==> config.mk <==
export PLATFORM = sky130hd
export DESIGN_NAME = seven_seg_sched
export DESIGN_NICKNAME = d
export VERILOG_FILES = /design/src/rtl/seven_seg_sched.sv
export SDC_FILE = /design/constraint.sdc
export NUM_CORES = 1
export LEC_CHECK = 0
export ABC_CLOCK_PERIOD_IN_PS = 2100
export CORE_MARGIN = 5
export CORE_UTILIZATION = 30
export CTS_CLUSTER_DIAMETER = 40
export DETAILED_ROUTE_END_ITERATION = 10
export PLACE_DENSITY_LB_ADDON = 0.12
export SETUP_SLACK_MARGIN = 0.5
export SLEW_MARGIN = 40
export SYNTH_ARGS = -nofsm -noshare
export SYNTH_HDL_FRONTEND = slang
export SYNTH_SLANG_ARGS = --single-unit
==> constraint.sdc <==
create_clock -name i_clk -period 2.1 [get_ports i_clk]
set_clock_uncertainty 0.05 [all_clocks]
set_input_delay 0.21 -clock i_clk [delete_from_list [all_inputs] [get_ports i_clk]]
set_output_delay 0.21 -clock i_clk [all_outputs]
set_load 0.02 [all_outputs]
==> src/rtl/seven_seg_sched.sv <==
// seven_seg_sched: time-shares the 16-bit seven-segment value between four
// requesters (CPU MMIO, PC trace, switch echo, error codes) using round-robin
// arbitration with a minimum dwell so each value stays readable.
// Optional build macro SEVEN_SEG_SCHED_PREEMPT_EN: a rising i_req[3] (error
// codes) takes the display immediately from any other owner.
module seven_seg_sched #(
  parameter int NUM_REQ      = 4,
  parameter int DWELL_CYCLES = 50000000,
  parameter int CNT_W        = 26
) (
  input  logic                    i_clk,
  input  logic                    i_rst,
  input  logic [NUM_REQ-1:0]      i_req,
  input  logic [NUM_REQ*16-1:0]   i_data,
  output logic [NUM_REQ-1:0]      o_grant,
  output logic [1:0]              o_owner,
  output logic [15:0]             o_data,
  output logic                    o_busy
);

  typedef enum logic [1:0] {IDLE, DWELL, HOLD} state_t;

  localparam logic [CNT_W-1:0] DWELL_LAST = CNT_W'(DWELL_CYCLES - 1);

  state_t                   state;
  logic [1:0]               ptr;
  logic [CNT_W-1:0]         cnt;
  logic [1:0]               rst_sync;
  logic                     rst_int;
  logic [NUM_REQ-1:0][15:0] req_data;
  logic [1:0]               arb_start;
  logic [NUM_REQ-1:0]       arb_mask;
  logic                     arb_hit;
  logic [1:0]               arb_idx;
  logic [1:0]               cand;
  logic                     preempt;

  function automatic logic [NUM_REQ-1:0] onehot(input logic [1:0] idx);
    onehot      = '0;
    onehot[idx] = 1'b1;
  endfunction

  // Split the flat data bus into one 16-bit value per requester
  for (genvar k = 0; k < NUM_REQ; k++) begin : g_slice
    assign req_data[k] = i_data[16*k +: 16];
  end

  // Reset asserts immediately, releases two clocks after i_rst falls
  always_ff @(posedge i_clk or posedge i_rst) begin
    if (i_rst) rst_sync <= 2'b11;
    else       rst_sync <= {rst_sync[0], 1'b0};
  end
  assign rst_int = rst_sync[1];

`ifdef SEVEN_SEG_SCHED_PREEMPT_EN
  logic req3_q;

  // Remember last i_req[3] so only its rising edge preempts
  always_ff @(posedge i_clk or posedge rst_int) begin
    if (rst_int) req3_q <= 1'b0;
    else         req3_q <= i_req[3];
  end
  assign preempt = i_req[3] && !req3_q && o_busy && (o_owner != 2'd3);
`else
  assign preempt = 1'b0;
`endif

  // Round-robin pick: from pointer in IDLE, from owner+1 (owner masked) in HOLD
  always_comb begin
    arb_start = ptr;
    arb_mask  = i_req;
    if (state == HOLD) begin
      arb_start         = o_owner + 2'd1;
      arb_mask[o_owner] = 1'b0;
    end
    arb_hit = 1'b0;
    arb_idx = '0;
    cand    = '0;
    // Walk downward so the closest index to arb_start wins
    for (int i = NUM_REQ - 1; i >= 0; i--) begin
      cand = arb_start + 2'(i);
      if (arb_mask[cand]) begin
        arb_hit = 1'b1;
        arb_idx = cand;
      end
    end
  end

  // Ownership FSM with registered grant/owner/busy/data outputs
  always_ff @(posedge i_clk or posedge rst_int) begin
    if (rst_int) begin
      state   <= IDLE;
      ptr     <= '0;
      cnt     <= '0;
      o_grant <= '0;
      o_owner <= '0;
      o_data  <= '0;
      o_busy  <= 1'b0;
    end else begin
      // Follow the owner's value only while it is still requesting
      if (state != IDLE && i_req[o_owner]) o_data <= req_data[o_owner];

      if (preempt) begin
        // Error codes jump the queue; pointer untouched so rotation resumes
        o_grant <= onehot(2'd3);
        o_owner <= 2'd3;
        o_busy  <= 1'b1;
        cnt     <= '0;
        state   <= DWELL;
      end else begin
        case (state)
          IDLE: begin
            if (arb_hit) begin
              o_grant <= onehot(arb_idx);
              o_owner <= arb_idx;
              o_busy  <= 1'b1;
              ptr     <= arb_idx + 2'd1;
              cnt     <= '0;
              state   <= DWELL;
            end
          end
          DWELL: begin
            // Counter parks at the last value; it never wraps
            if (cnt == DWELL_LAST) state <= HOLD;
            else                   cnt   <= cnt + CNT_W'(1);
          end
          HOLD: begin
            if (arb_hit) begin
              o_grant <= onehot(arb_idx);
              o_owner <= arb_idx;
              ptr     <= arb_idx + 2'd1;
              cnt     <= '0;
              state   <= DWELL;
            end else if (!i_req[o_owner]) begin
              o_grant <= '0;
              o_busy  <= 1'b0;
              state   <= IDLE;
            end
          end
          default: state <= IDLE;
        endcase
      end
    end
  end

endmodule

==> results.py <==
metrics = {
    "timing": {
        "slew_violations": 0,
        "finalCritPeriodShare_pct": 110,
        "relSlewSlack_pct": 59.2,
        "worst_slew_pin_slew_ns": 0.611,
        "hold_viol_final": 0,
        "period_needed_ns": 2.32,
        "fmax_mhz": 432,
        "rsz0062_at_grt": "true",
        "setup_violations": 6,
        "timing.hold.ws_ns": 0.155,
        "final.setup.worst_slack_ns": -0.217,
    },
    "setup_path": {
        "cp.required_ns": 2.28,
        "critPathLaunchType": "register",
        "end_kind": "register",
        "cp_max_fo": 4,
        "critPathKind": "reg -> reg",
        "worstPathArrival_ns": 2.50,
    },
    "synth": {
        "synth-async-reset-ratio_pct": 100,
        "syn_area_mm2": 0.00323,
        "synth-seq-cells": 55,
        "netlist-cell-type-count": 55,
        "avgSynthCellArea_um2": 11.2,
        "synth-seq-area-share_pct": 42.7,
        "synthFlopType": "dfrtp_1",
        "synth_edf_count": 0,
        "synth_cells": 289,
        "syn-num-nets": 368,
        "ys.warnings.count": 0,
    },
    "global_routing": {
        "grt_max_degree": 27,
        "antenna_found_initial": 0,
        "grt_usage_pct": 14.7,
        "grt-ovfl-total": 0,
        "grt_pass1_wl_um": 15600,
        "grt_pass1_vias": 3158,
    },
    "floorplan": {
        "fp.dieH_um": 114,
        "rows": 37,
        "die-area_mm2": 0.0129,
        "initial_core_util_pct": 31.0,
        "die_w_um": 114,
        "core_mm2": 0.0104,
        "num_io_pins": 93,
    },
    "place": {
        "dp_slack_ns": -0.258,
        "io_buffers": 92,
        "gp_congestion": 0.845,
        "dp.cells": 551,
        "hpwlAfterDp_um": 6540,
    },
    "clock_tree": {
        "cts.path.max_buffers": 2,
        "worstSkewPairLatency_ns": 0.32,
        "htree_levels": 2,
        "postCtsHoldBufs": 0,
        "cts_root_buf": "clkbuf_8",
        "cts_tree": "done",
        "clk_pin_slew_worst_paths_ns": 0.11,
        "clock-sinks": 55,
        "numCtsBuffers": 5,
    },
    "routing": {
        "wl_per_cell_um": 16.5,
        "antenna_left": 0,
        "dr.pass1.iters": 4,
        "viasPerCell": 5.05,
        "drt_iter0_drc": 86,
        "dr_total_vias": 2991,
        "drt_wl_total_um": 9750,
        "drc": 0,
    },
    "final_layout": {
        "drive_gt1_share_pct": 45.2,
        "finalNonFillerCells": 592,
        "layout_common_cells": "clkdlybuf4s50_1 (75), dfrtp_1 (50), buf_4 (46)",
        "final_core_utilization_pct": 55.0,
        "final_nets": 534,
        "areaGrowthSynthToFinish_pct": 77.7,
        "final_common_cell": "clkdlybuf4s50_1",
        "diodes": 0,
    },
    "flow_run": {
        "drv_cap": 0,
    },
    "run_status": {
        "status": "finished with violations",
        "violations": "negative setup slack",
    },
    "pwr": {
        "peakVddDrop_mv": 0.554,
        "p_total_mw": 6.63,
        "powerDensity_mw_per_mm2": 1160,
        "p_leak_nw": 2.44,
    },
    "min_path": {
        "hold_class": "in -> async",
    },
}
==> final timing paths <==
kind	to	from	slack (ns)	depth (start not counted)
worst max register to register	ptr[1]	o_owner[0]	-0.22	10
max in group asynchronous	cnt[1]	rst_sync[1]	1.11	2
worst min register to register	cnt[8]	rst_sync[1]	0.27	1
worst max-delay path	ptr[1]	o_owner[0]	-0.22	10
worst min-delay path	rst_sync[0]	i_rst	0.15	2
min in group i_clk	rst_sync[1]	rst_sync[0]	0.31	0
==> through the flow <==
step / TNS (ns) / cell area [µm²]
3_5_place_dp: -1.33 / 4740
4_1_cts: -1.57 / 5360
6_report: -1.06 / 5730
5_1_grt: -1.75 / 5730
2_1_floorplan: -3.33 / 3410
3_3_place_gp: -1.28 / 4740
==> cell usage after synthesis (3+ instances only) <==
cell,instances,area [µm²]
ha_1,9,113
mux2_2,18,203
xor2_1,9,78.8
dfrtp_1,53,1330
nor2_1,17,63.8
or3_1,4,25.0
nand3_1,15,75.1
nand2_1,21,78.8
o21ai_0,6,30.0
o211ai_1,7,52.6
buf_2,5,25.0
nand2b_1,6,37.5
clkbuf_1,6,22.5
inv_1,15,56.3
a21oi_1,7,35.0
nor4bb_1,3,30.0
nor3_1,5,25.0
o31ai_1,10,75.1
or4_1,6,45.0
mux4_2,17,383
a22o_1,5,43.8
==> state kept, by name, summed over array words and instances (netlist names) <==
register	count
o_data	16
o_busy	1
rst_sync	2
o_grant	4
cnt	26
o_owner	2
ptr	2
state	2
==> layout make-up <==
class / instances / area [µm²]
Fill cell: 877 / 4690
Clock inverter: 3 / 47.5
Sequential cell: 55 / 1380
Tap cell: 136 / 170
Multi-Input combinational cell: 205 / 2240
Clock buffer: 5 / 68.8
Timing Repair Buffer: 173 / 1750
Inverter: 15 / 65.1
==> layer usage <==
layer  global-route usage (%)  vias up  part of all wire (%)
li1                         -     1421                     -
met1                     19.0     1477                    42
met2                     25.2       86                    50
met3                     3.40        7                   6.5
met4                     3.21        0                   1.1
met5                        0        -                     0
==> power by group <==
group	total [mW]	internal, mW	switching (mW)
sequential	1.61	1.38	0.232
combinational	4.27	2.46	1.82
clock	0.750	0.363	0.387
total	6.63	4.20	2.44
==> what timing repair did <==
action / 4_1_cts / 5_1_grt
gates resized for setup: 77 / 74
pin swaps: 17 / 18
cloned: 2 / 2
setup buffers: 21 / 8
endpoints found under the setup margin: 59 / 60
==> critical path: stages, from the launching register on <==
cell      delay (ns)
dfrtp_2         0.44
inv_2           0.08
ha_4            0.21
nor4bb_1        0.13
a31o_2          0.22
a221o_1         0.30
a221o_1         0.39
inv_2           0.11
ha_4            0.20
nand2_2         0.06
nand2_1         0.04
==> cell families (layout without fill, tap and decap cells) <==
group           Yosys count  after routing  share of synthesized area [%]
simple gates             96             96                           16.4
other cells               1              1                          0.116
xor+xnor                 11             11                           2.99
flops                    55             55                           42.7
compound gates           52             52                           11.8
fa+ha+maj                 9              9                           3.49
buf+inv                  29            196                           3.92
mux                      36             36                           18.5
No activity file was read; power rests on OpenSTA's default activity.
